## src/rtl/fetch_pkg.sv

```systemverilog
// Shared widths, opcode constants and FSM state encoding for the fetch sequencer.
package fetch_pkg;
    localparam int WORD_SIZE = 16;
    localparam int ADDR_SIZE = 8;
    localparam int OP_SIZE   = 8;
    localparam logic [OP_SIZE-1:0] HALT_OPCODE = 8'hFF;

    typedef enum logic [1:0] {
        S_IDLE = 2'd0,
        S_FET  = 2'd1,
        S_DEC  = 2'd2,
        S_HALT = 2'd3
    } state_t;

    function automatic logic [OP_SIZE-1:0] opcode_of(input logic [WORD_SIZE-1:0] word);
        return word[WORD_SIZE-1 -: OP_SIZE];
    endfunction
endpackage

```

## src/rtl/fetch_sequencer_if.sv

```systemverilog
// Memory, decode and status signals of the fetch sequencer; master = sequencer side.
interface fetch_sequencer_if;
    import fetch_pkg::*;

    logic                 mem_req;
    logic [ADDR_SIZE-1:0] mem_addr;
    logic                 mem_ack;
    logic [WORD_SIZE-1:0] mem_rdata;
    logic [WORD_SIZE-1:0] ir;
    logic                 ir_valid;
    logic                 ir_ready;
    logic                 branch_taken;
    logic [ADDR_SIZE-1:0] branch_target;
    logic                 halt_req;
    logic [ADDR_SIZE-1:0] pc;
    logic                 halted;
    logic                 fetch_err;

    modport master (
        output mem_req, mem_addr, ir, ir_valid, pc, halted, fetch_err,
        input  mem_ack, mem_rdata, ir_ready, branch_taken, branch_target, halt_req
    );

    modport slave (
        input  mem_req, mem_addr, ir, ir_valid, pc, halted, fetch_err,
        output mem_ack, mem_rdata, ir_ready, branch_taken, branch_target, halt_req
    );
endinterface

```

## src/rtl/pc_register.sv

```systemverilog
// Program counter: load has priority over increment; increment wraps modulo 2^ADDR_SIZE.
module pc_register #(
    parameter int ADDR_SIZE = 8
) (
    input  logic                 clk,
    input  logic                 rst,
    input  logic                 i_load,
    input  logic [ADDR_SIZE-1:0] i_load_val,
    input  logic                 i_inc,
    output logic [ADDR_SIZE-1:0] o_pc
);
    logic [ADDR_SIZE-1:0] r_pc;

    always_ff @(posedge clk or posedge rst) begin
        if (rst)
            r_pc <= '0;
        else if (i_load)
            r_pc <= i_load_val;
        else if (i_inc)
            r_pc <= r_pc + ADDR_SIZE'(1);
    end

    assign o_pc = r_pc;
endmodule

```

## src/rtl/fetch_sequencer.sv

```systemverilog
// Instruction fetch FSM: req/ack fetch into ir, valid/ready hand-off to decode,
// branch redirect, fetch timeout and terminal halt.
module fetch_sequencer
    import fetch_pkg::*;
#(
    parameter int TIMEOUT = 15
) (
    input  logic        clk,
    input  logic        rst,
    fetch_sequencer_if.master bus
);
    localparam logic [7:0] WAIT_LAST = 8'(TIMEOUT - 1);

    state_t               r_state;
    logic [WORD_SIZE-1:0] r_ir;
    logic [7:0]           r_wait_cnt;
    logic                 r_fetch_err;
    logic                 r_mem_req;
    logic                 r_ir_valid;
    logic                 r_halted;

    logic                 w_accept;
    logic                 w_is_halt_op;
    logic                 w_load_pc;
    logic                 w_inc_pc;
    logic [ADDR_SIZE-1:0] w_pc;

    assign w_accept     = (r_state == S_DEC) && bus.ir_ready;
    assign w_is_halt_op = (opcode_of(r_ir) == HALT_OPCODE);
    // A halt opcode suppresses the branch; an external halt request does not.
    assign w_load_pc    = w_accept && !w_is_halt_op && bus.branch_taken;
    assign w_inc_pc     = (r_state == S_FET) && bus.mem_ack;

    pc_register #(.ADDR_SIZE(ADDR_SIZE)) u_pc (
        .clk        (clk),
        .rst        (rst),
        .i_load     (w_load_pc),
        .i_load_val (bus.branch_target),
        .i_inc      (w_inc_pc),
        .o_pc       (w_pc)
    );

    // Moore flags are registered alongside the state so they always match it.
    always_ff @(posedge clk or posedge rst) begin
        if (rst) begin
            r_state     <= S_IDLE;
            r_ir        <= '0;
            r_wait_cnt  <= '0;
            r_fetch_err <= 1'b0;
            r_mem_req   <= 1'b0;
            r_ir_valid  <= 1'b0;
            r_halted    <= 1'b0;
        end else begin
            case (r_state)
                S_IDLE: begin
                    if (bus.halt_req) begin
                        r_state  <= S_HALT;
                        r_halted <= 1'b1;
                    end else begin
                        r_state   <= S_FET;
                        r_mem_req <= 1'b1;
                    end
                end
                S_FET: begin
                    if (bus.mem_ack) begin
                        r_ir       <= bus.mem_rdata;
                        r_wait_cnt <= '0;
                        r_state    <= S_DEC;
                        r_mem_req  <= 1'b0;
                        r_ir_valid <= 1'b1;
                    end else if (r_wait_cnt == WAIT_LAST) begin
                        r_fetch_err <= 1'b1;
                        r_state     <= S_HALT;
                        r_mem_req   <= 1'b0;
                        r_halted    <= 1'b1;
                    end else begin
                        r_wait_cnt <= r_wait_cnt + 8'd1;
                    end
                end
                S_DEC: begin
                    if (bus.ir_ready) begin
                        r_ir_valid <= 1'b0;
                        if (w_is_halt_op || bus.halt_req) begin
                            r_state  <= S_HALT;
                            r_halted <= 1'b1;
                        end else begin
                            r_state   <= S_FET;
                            r_mem_req <= 1'b1;
                        end
                    end
                end
                S_HALT: r_state <= S_HALT;
            endcase
        end
    end

    assign bus.mem_req   = r_mem_req;
    assign bus.mem_addr  = w_pc;
    assign bus.pc        = w_pc;
    assign bus.ir        = r_ir;
    assign bus.ir_valid  = r_ir_valid;
    assign bus.halted    = r_halted;
    assign bus.fetch_err = r_fetch_err;
endmodule

```

## src/flat_wrapper.sv

```systemverilog
// flat-port wrapper written by rule: the top's interface ports become plain ports
module fetch_sequencer_flat import fetch_pkg::*;
#(
    parameter int TIMEOUT = 15
)
  (clk, rst, bus_mem_req, bus_mem_addr, bus_ir, bus_ir_valid, bus_pc, bus_halted, bus_fetch_err, bus_mem_ack, bus_mem_rdata, bus_ir_ready, bus_branch_taken, bus_branch_target, bus_halt_req);
  fetch_sequencer_if bus_i ();
  input  logic clk;
  input  logic rst;
  output wire logic [$bits(bus_i.mem_req)-1:0] bus_mem_req;
  output wire logic [$bits(bus_i.mem_addr)-1:0] bus_mem_addr;
  output wire logic [$bits(bus_i.ir)-1:0] bus_ir;
  output wire logic [$bits(bus_i.ir_valid)-1:0] bus_ir_valid;
  output wire logic [$bits(bus_i.pc)-1:0] bus_pc;
  output wire logic [$bits(bus_i.halted)-1:0] bus_halted;
  output wire logic [$bits(bus_i.fetch_err)-1:0] bus_fetch_err;
  input wire logic [$bits(bus_i.mem_ack)-1:0] bus_mem_ack;
  input wire logic [$bits(bus_i.mem_rdata)-1:0] bus_mem_rdata;
  input wire logic [$bits(bus_i.ir_ready)-1:0] bus_ir_ready;
  input wire logic [$bits(bus_i.branch_taken)-1:0] bus_branch_taken;
  input wire logic [$bits(bus_i.branch_target)-1:0] bus_branch_target;
  input wire logic [$bits(bus_i.halt_req)-1:0] bus_halt_req;
  assign bus_mem_req = bus_i.mem_req;
  assign bus_mem_addr = bus_i.mem_addr;
  assign bus_ir = bus_i.ir;
  assign bus_ir_valid = bus_i.ir_valid;
  assign bus_pc = bus_i.pc;
  assign bus_halted = bus_i.halted;
  assign bus_fetch_err = bus_i.fetch_err;
  assign bus_i.mem_ack = bus_mem_ack;
  assign bus_i.mem_rdata = bus_mem_rdata;
  assign bus_i.ir_ready = bus_ir_ready;
  assign bus_i.branch_taken = bus_branch_taken;
  assign bus_i.branch_target = bus_branch_target;
  assign bus_i.halt_req = bus_halt_req;
  fetch_sequencer #(.TIMEOUT(TIMEOUT)) u_core (.clk(clk), .rst(rst), .bus(bus_i));
endmodule
```

## config.mk

```make
export PLATFORM = sky130hd
export DESIGN_NAME = fetch_sequencer_flat
export DESIGN_NICKNAME = d
export VERILOG_FILES = /design/src/rtl/fetch_pkg.sv /design/src/rtl/fetch_sequencer_if.sv /design/src/rtl/pc_register.sv /design/src/rtl/fetch_sequencer.sv /design/src/flat_wrapper.sv
export SDC_FILE = /design/constraint.sdc
export NUM_CORES = 1
export LEC_CHECK = 0
export ABC_AREA = 1
export CAP_MARGIN = 10
export CORE_ASPECT_RATIO = 2
export CORE_UTILIZATION = 29
export CTS_CLUSTER_SIZE = 40
export DETAILED_ROUTE_END_ITERATION = 8
export GPL_ROUTABILITY_DRIVEN = 0
export GPL_TIMING_DRIVEN = 0
export SLEW_MARGIN = 20
export SYNTH_ARGS = -nofsm -noshare
export SYNTH_HDL_FRONTEND = slang
export SYNTH_HIERARCHICAL = 1
export SYNTH_SLANG_ARGS = --single-unit
```

## constraint.sdc

```tcl
create_clock -name clk -period 1.95 [get_ports clk]
set_input_delay 0.585 -clock clk [delete_from_list [all_inputs] [get_ports clk]]
set_output_delay 0.585 -clock clk [all_outputs]
set_load 0.05 [all_outputs]
```

# Word level (Yosys, flattened, before mapping)
# Cells that the tools add are included.
# totals
reg_bits	38
out_inout_bits	36
word_cells	68
# op_classes
n_addsub	2
eq_ne	15
n_mux	25
bitwise_logic	1
reduce_logical	17
# ops
operator	count
2-to-1 mux 8 bit	4
!= test 2 bit, second input constant	9
adder 8 x 1 -> 8 bit, second input constant	2
2-to-1 mux 1 bit	12
2-to-1 mux 2 bit	5
equality test 8 x 4 -> 1 bit, second input constant	1
equality test 8 bit, second input constant	1
one-hot mux 2 bit (4 select lines)	1
one-hot mux 1 bit (3 select lines)	2
AND reduction 2 bit	3
AND reduction 3 bit	2
AND reduction 6 bit	1
AND reduction 5 bit	1
equality test 2 bit, second input constant	2
logical AND 1 bit	4
nonzero test 2 bit	2
!= test 3 bit, second input constant	1
nonzero test 3 bit	1
equality test 2 x 1 -> 1 bit, second input constant	1
zero test 2 bit	1
one-hot mux 1 bit (2 select lines)	1
zero test 1 bit	1
logical OR 1 bit	1
inverter 1 bit	1

# Logic depth before layout (Yosys ltp)
# Gate-level depths: netlist (run 1).
# depth
word_depth	5
depth_mapped	10

# By module
# The synthesis (run 1) kept the hierarchy.
# by_module_without_submodules
mod	instances	cells_per_inst	area_per_inst_um2	seq_area_each_um2
fetch_sequencer	1	192	1498.9	750.7
pc_register	1	64	490.5	200.2

# Worst setup path after synthesis (run 1)
# Ideal clock, no wire load.
# synth_path
path_kind	flip-flop to flip-flop
start	register u_core.r_ir[8] (netlist: u_core/bus.ir[8])
end	register u_core.u_pc.r_pc[3] (netlist: u_core/u_pc/o_pc[3])
setup_ns	0.067
arrival_ns	1.538
t_required_ns	1.883
path_slack_ns	0.345
path_stages_with_launch	11
n_path_buf	1
synth_period_minus_slack_ns	1.605
cell_sequence	dfrtp_1 nand2_1 nor2_1 nand2_1 and3b_1 buf_4 inv_2 nand2_2 a21oi_1 o21ai_1 nand2_1
# synth_via
elab_chain_len	5
elab_cells_between_ends	6
# synth_lines
item	line	source
start: declaration	fetch_sequencer.sv:15	logic [WORD_SIZE-1:0] r_ir;
start signal: assignment	fetch_sequencer.sv:66	r_ir <= bus.mem_rdata;
equality test 8 bit (*)	fetch_sequencer.sv:29	assign w_is_halt_op = (opcode_of(r_ir) == HALT_OPCODE);
zero test 1 bit (*)	fetch_sequencer.sv:31	assign w_load_pc = w_accept && !w_is_halt_op && bus.branch_taken;
logical AND 1 bit (*) (2 in series)	fetch_sequencer.sv:31	
net u_core.w_load_pc	fetch_sequencer.sv:24	logic w_load_pc;
2-to-1 mux 8 bit / nonzero test 2 bit (equally long branches)	-	
end signal: assignment	pc_register.sv:18	r_pc <= i_load_val;
end signal: assignment	pc_register.sv:20	r_pc <= r_pc + ADDR_SIZE'(1);
end: declaration	pc_register.sv:12	logic [ADDR_SIZE-1:0] r_pc;
# The timed path passes the listed nets; every way through them passes the cells marked *.
# A chain may end at the register's enable or synchronous reset.

# Worst setup path in the final report (run 1)
# layout_path
start	register u_core.u_pc.r_pc[0] (netlist: u_core/u_pc/o_pc[0])
end	output bus_mem_addr[0]
# layout_rtl
item	line	source
end: declaration	flat_wrapper.sv:11	output wire logic [$bits(bus_i.mem_addr)-1:0] bus_mem_addr;
# No word-level cell between the ends.

==> qor.csv, run 1 <==
stage;metric;value;unit
synthesis;yosysSeqAreaShare;47.8;%
drt;vias;1851;
timing;rsz0062_at_grt;false;
synthesis;yosysUniqueCellTypes;26;
die;die_h;119;um
worst_setup_path;worstPathRequired;1360;ps
worst_setup_path;cp.buffers_inverters;1;
clock_tree;cts.repair.resized;42;
drt;drtIter0Drc;81;
die;die_w;60.6;um
die;die-area;7220;sq um
layout;layout-drive-gt1-share;12.5;%
global_routing;grt_pass1_wl;8.56;mm
worst_setup_path;crit_path_max_fanout;7;
drt;m1WireLength;1.86;mm
place;hpwl;3.74;mm
pwr;power_switching;2.24;mW
drt;drt_wl_total;4.92;mm
worst_setup_path;worstPathCellList;dlygate4sd2_1;
timing;finClkSkew;4.29;ps
timing;hold_violations;0;
worst_setup_path;rr_startpoint;u_core/r_state[1];
drt;ant_nets;0;
timing;slew-limit-headroom;57.3;%
worst_setup_path;rr_worst_depth;9;
die;ios;66;
worst_setup_path;reg2reg_to;u_core/u_pc/o_pc[0];
clock_tree;path_clk_slew;60;ps
layout;fin_nets;361;
clock_tree;cts_tree;built;
pwr;p_clk_share;17.0;%
pwr;power_density;1580;nW/um^2
drt;dr_wl_met2;2.78;mm
timing;max_slew.worst_pin.slew;639;ps
timing;slew_violations;0;
global_routing;grt_max_degree;31;
worst_setup_path;cp.arrival;1290;ps
clock_tree;post_cts_buffers;0;
global_routing;first_global_vias;1851;
layout;layout_commonest_cell;nand2_1;
synthesis;ys_ff_latch;38;
synthesis;synth.avg_cell_area;7.77;sq um
pwr;seqPwrFrac;31.2;%
clock_tree;clk_path_buf_depth;2;
drt;drt-wirelength-per-cell;11.8;um
timing;fmax;533;MHz
clock_tree;clockRootBuffer;clkbuf_16;
drt;dr.pass1.iters;4;
hold_path;hold_path_class;reg -> reg;
pwr;swShare;50.3;%
hold_path;holdPathStages;1;
synthesis;ys_warn_count;6;
worst_setup_path;cpMaxStageDelayCell;dlygate4sd2_1;
hold_path;whs_endpoint;u_core/bus.fetch_err;
synthesis;syn-num-nets;289;
timing;period_needed;1880;ps
hold_path;hold_path_startpoint;u_core/bus.fetch_err;
drt;vias_per_cell;4.45;
clock_tree;h-tree-depth;2;
place;port_buffers;65;
job;drv_cap;0;
timing;setup_viol;0;
status;outcome;complete, no violations;
pwr;internal_power;2.22;mW
clock_tree;cts_hold_buf;0;
die;rows;42;
clock_tree;cts_sinks;38;
pwr;ir_drop;0.000782;V
worst_setup_path;cp_top_family;buffers and inverters;
die;coreArea;6620;sq um
worst_setup_path;r2r_slack;370;ps
layout;diodes;0;
timing;finalSetupTns;0;ps
layout;layoutNonFillerInstCount;416;
global_routing;grt_usage;15.9;%
layout;fill_cells;724;
synthesis;netlist_instances;256;
drt;dr_wl_met3;203;um
global_routing;antenna_found_initial;0;
worst_setup_path;startpoint_type;flip-flop;
clock_tree;numCtsBuffers;5;
worst_setup_path;crit_type;reg -> out;
synthesis;synth.cell_area;1990;sq um
die;initial_utilization;30.0;%
layout;syn_to_final_growth;41.9;%
drt;top_layer;met4;
pwr;totalPowerFinal;4.46;mW
place;dp.cells;409;
worst_setup_path;max_stage_delay;560;ps
global_routing;grt_overflow;0;
worst_setup_path;crit_path_end_kind;primary output;
drt;drc;0;
pwr;p_leak;1.49;nW
pwr;comb_power_share;51.8;%
layout;layout_common_cells;nand2_1 (101), dfrtp_1 (38), clkdlybuf4s50_1 (28);
timing;period_share;96.2;%
clock_tree;insertion_delay;280;ps
[worst reg2reg max path, cell delays in order, from the launching register on]
cell and delay (ps):
dfrtp_1 370, inv_1 110, nand2_1 90, inv_2 90
nand2_4 90, inv_2 160, buf_4 220, nor2_4 80
a22oi_1 140, o21ai_0 100
[Yosys cell counts]
library cell / n / area, sq um
a22oi_1: 6 / 45.0
buf_6: 1 / 11.3
inv_2: 4 / 15.0
inv_1: 24 / 90.1
nor2_2: 4 / 25.0
nand2_4: 1 / 11.3
nand2_2: 2 / 12.5
o21ai_0: 9 / 45.0
o21ai_1: 5 / 25.0
dfrtp_1: 38 / 951
o21bai_1: 3 / 22.5
nand2_1: 101 / 379
and3b_1: 1 / 8.76
buf_2: 1 / 5.00
xor2_1: 3 / 26.3
nand3b_1: 1 / 7.51
ha_1: 3 / 37.5
nand3_1: 18 / 90.1
nor2_1: 13 / 48.8
nor3b_1: 1 / 7.51
buf_4: 10 / 75.1
a21oi_1: 3 / 15.0
nand3_2: 1 / 10.0
nand4_1: 1 / 6.26
a21o_1: 1 / 7.51
nor2_4: 1 / 11.3
[layout make-up]
cell class	count	area [sq um]	area share [%]
Clock buffer	5	125	4.43
Timing Repair Buffer	65	588	20.8
Clock inverter	2	10.0	0.355
Tap cell	88	110	3.90
Inverter	28	105	3.72
Sequential cell	38	951	33.7
Buffer	12	91.3	3.24
Multi-Input combinational cell	178	842	29.8
[how the worst max path moves through the flow]
stage | from | endpoint | slack, ps | cells after the start
after detailed placement | bus_mem_ack | u_core/u_pc/o_pc[0] | -220 | 7
final | u_core/u_pc/o_pc[0] | bus_mem_addr[0] | 70 | 1
after CTS | u_core/u_pc/o_pc[5] | bus_pc[5] | 6 | 2
after floorplan | u_core/bus.ir[8] | u_core/u_pc/o_pc[3] | 350 | 10
after global placement | bus_mem_ack | u_core/u_pc/o_pc[7] | -200 | 7
after global routing | u_core/u_pc/o_pc[0] | bus_mem_addr[0] | 10 | 1
[metrics by stage]
step | utilization, % | hold WS (ps) | worst slack (ps) | cell area, sq um
after floorplan | - | 401 | 345 | 1990
after global placement | 41.5 | 442 | -204 | 2750
after detailed placement | 41.5 | 457 | -225 | 2750
after CTS | 43.0 | 464 | 6.50 | 2850
after global routing | 42.6 | 480 | 12.3 | 2820
final | 42.6 | 455 | 73.9 | 2820
[layer usage]
metal  up-vias  GRT usage, %
met5         -             0
met4         0          5.54
met3         5          3.04
li1        939             -
met2        47          29.5
met1       860          16.7
[power groups by stage]
stage / clock, mW / combinational [mW] / sequential, mW
finish: 0.757 / 2.31 / 1.39
global route: 0.823 / 2.49 / 1.45
floorplan: 0 / 0.828 / 2.26
detailed placement: 0 / 2.55 / 1.41
global placement: 0 / 2.54 / 1.40
CTS: 0.791 / 2.35 / 1.39
[kinds of logic (layout without fill, tap and decap cells)]
kind of cell	Yosys count	count (layout)	synth area share, %
AND/OR/NAND/NOR	145	145	31.1
buffers and inverters	40	112	9.87
flip-flops	38	38	47.8
AO/OA/AOI/OAI	27	27	8.05
adder cells (fa/ha/maj)	3	3	1.89
XOR/XNOR	3	3	1.32
[flip-flops by register name, summed over array words and instances (netlist names)]
register	cells
u_core/r_state	2
u_core/bus.mem_req	1
u_core/bus.fetch_err	1
u_core/bus.halted	1
u_core/r_wait_cnt	8
u_core/bus.ir_valid	1
u_core/bus.ir	16
u_core/u_pc/o_pc	8
Note: power is estimated with default switching activity, not from simulation.
==> run 2: changes to the inputs <==
--- a/config.mk
+++ b/config.mk
@@ -11,7 +11,6 @@
 export CORE_UTILIZATION = 29
 export CTS_CLUSTER_SIZE = 40
 export DETAILED_ROUTE_END_ITERATION = 8
-export GPL_ROUTABILITY_DRIVEN = 0
 export GPL_TIMING_DRIVEN = 0
 export SLEW_MARGIN = 20
 export SYNTH_ARGS = -nofsm -noshare
==> constraint.sdc (replaced) <==
create_clock -name clk -period 1.6 [get_ports clk]
set_input_delay 0.48 -clock clk [delete_from_list [all_inputs] [get_ports clk]]
set_output_delay 0.48 -clock clk [all_outputs]
set_load 0.05 [all_outputs]
==> run 2 against run 1 <==
Compared with the run above: non-clock buffer count is 3 higher; critical path depth is 1 higher; clock skew is 1.5 ps higher; via count is 0.11% higher; first-iteration DRC count is 1.2% lower; register-to-register slack worse by 250 ps; clock-buffer cell count stayed put; utilization is 2.1 points higher; largest cell class unchanged; highest routed layer unchanged.
==> qor.csv, run 2 (synthesis results as in run 1) <==
stage;metric;value;unit
layout;fin_nets;364;
worst_setup_path;cp_top_family;flip-flops;
job;drv_cap;0;
worst_setup_path;max_stage_delay;410;ps
layout;layout_common_cells;nand2_1 (100), dfrtp_1 (34), clkdlybuf4s50_1 (27);
layout;layout_commonest_cell;nand2_1;
place;port_buffers;65;
global_routing;grt_usage;15.7;%
worst_setup_path;worstPathCellList;buf_4, buf_2;
drt;drt_wl_total;5.06;mm
clock_tree;h-tree-depth;2;
drt;drtIter0Drc;80;
clock_tree;clk_path_buf_depth;2;
drt;ant_nets;0;
clock_tree;path_clk_slew;60;ps
die;initial_utilization;30.0;%
worst_setup_path;crit_path_max_fanout;5;
clock_tree;cts_sinks;38;
die;coreArea;6620;sq um
pwr;ir_drop;0.00137;V
clock_tree;insertion_delay;280;ps
worst_setup_path;cp.buffers_inverters;2;
timing;slew-limit-headroom;57.2;%
clock_tree;clockRootBuffer;clkbuf_16;
timing;setup_viol;0;
die;die_h;119;um
timing;finClkSkew;5.78;ps
drt;vias;1853;
place;gp_congestion;0.803;
timing;max_slew.worst_pin.slew;640;ps
global_routing;first_global_vias;1926;
global_routing;antenna_found_initial;0;
die;die-area;7220;sq um
layout;fill_cells;684;
layout;layout-drive-gt1-share;24.4;%
global_routing;grt_max_degree;31;
die;rows;42;
die;die_w;60.6;um
worst_setup_path;startpoint_type;flip-flop;
drt;dr_wl_met3;245;um
timing;period_share;96.7;%
worst_setup_path;crit_path_end_kind;primary output;
global_routing;grt_pass1_wl;8.51;mm
pwr;p_leak;1.48;nW
place;dp.cells;409;
clock_tree;cts_tree;built;
timing;fmax;647;MHz
timing;slew_violations;0;
worst_setup_path;cp.arrival;1070;ps
drt;drc;0;
layout;layoutNonFillerInstCount;420;
place;hpwl;3.83;mm
worst_setup_path;worstPathRequired;1120;ps
layout;diodes;0;
layout;syn_to_final_growth;48.9;%
drt;top_layer;met4;
drt;dr_wl_met2;2.87;mm
pwr;power_density;2010;nW/um^2
drt;drt-wirelength-per-cell;12.0;um
die;ios;66;
layout;largest_reg_flops;16;
clock_tree;numCtsBuffers;5;
drt;m1WireLength;1.82;mm
timing;hold_violations;0;
hold_path;hold_path_class;reg -> reg;
layout;multi_input_area;852;sq um
worst_setup_path;crit_type;reg -> out;
layout;final_core_util;44.7;%
status;outcome;complete, no violations;
layout;register_area;956;sq um
drt;vias_per_cell;4.41;
global_routing;grt_overflow;0;
worst_setup_path;cpMaxStageDelayCell;dfrtp_1;
timing;period_needed;1550;ps
drt;dr.pass1.iters;4;
==> run 2: cell types whose count changed in the layout (fill, tap and decap cells not counted), moves of 2 or more <==
cell,before,now
buf_2,1,11
buf_4,11,13
clkbuf_2,6,0
clkinv_2,2,0
clkdlybuf4s15_2,1,20
dfrtp_2,0,4
clkbuf_4,0,4
bufinv_16,0,2
dlygate4sd2_1,27,1
dfrtp_1,38,34
==> run 2: worst paths after layout <==
check / from / endpoint / slack (ps) / cells past startpoint
setup / recovery: u_core/u_pc/o_pc[7] / bus_pc[7] / 50 / 2
hold / removal: u_core/bus.fetch_err / u_core/bus.fetch_err / 460 / 1
setup reg to reg: u_core/bus.ir[11] / u_core/u_pc/o_pc[6] / 120 / 8
hold reg to reg: u_core/bus.fetch_err / u_core/bus.fetch_err / 460 / 1
max in group asynchronous: rst / u_core/bus.ir[13] / 500 / 2
min in group asynchronous: rst / u_core/u_pc/o_pc[4] / 520 / 2
==> run 2: report_power, final <==
part           internal [mW]  switching [mW]  leakage, nW
Clock                  0.896           0.401       0.0940
Combinational          0.925            2.02        0.912
Sequential              1.35           0.369        0.472
==> run 2: timing repair <==
item                                   CTS  global route
setup endpoints to repair               45            16
hold buffers                             0             0
buffers inserted                         1             2
gates resized for setup                138            20
endpoints found under the hold margin    0             0
pin swaps                                0             2
==> run 2: stage by stage <==
step                setup WS, ps  hold slack (ps)  instance area (sq um)  power (mW)  TNS, ps
floorplan                   3.34              296                   1990        3.77        0
global placement            -491              450                   2750        4.81   -22890
detailed placement          -468              451                   2750        4.85   -11490
CTS                         1.24              470                   2930        6.01        0
global route               -1.10              477                   2960        6.30    -1.10
finish                      53.3              464                   2960        5.96        0
==> run 2: worst register-to-register path, cell delays in order (launching register included) <==
cell	delay [ps]
dfrtp_1	370
nand2_1	60
nor2_1	110
nand2_1	100
and3b_1	190
buf_6	130
buf_4	150
a22oi_1	170
nand2_1	80
==> run 2: area by class of cell <==
cell class                      count  share of cell area, %
Buffer                             12                   3.46
Clock buffer                        5                   4.22
Clock inverter                      3                   2.32
Inverter                           28                   3.80
Multi-Input combinational cell    178                   28.8
Sequential cell                    38                   32.3
Tap cell                           88                   3.72
Timing Repair Buffer               68                   21.4
==> run 2: metal layers <==
layer	track usage (%)	up-vias
li1	-	944
met1	15.5	847
met2	28.6	51
met3	3.04	11
met4	8.38	0
met5	0	-
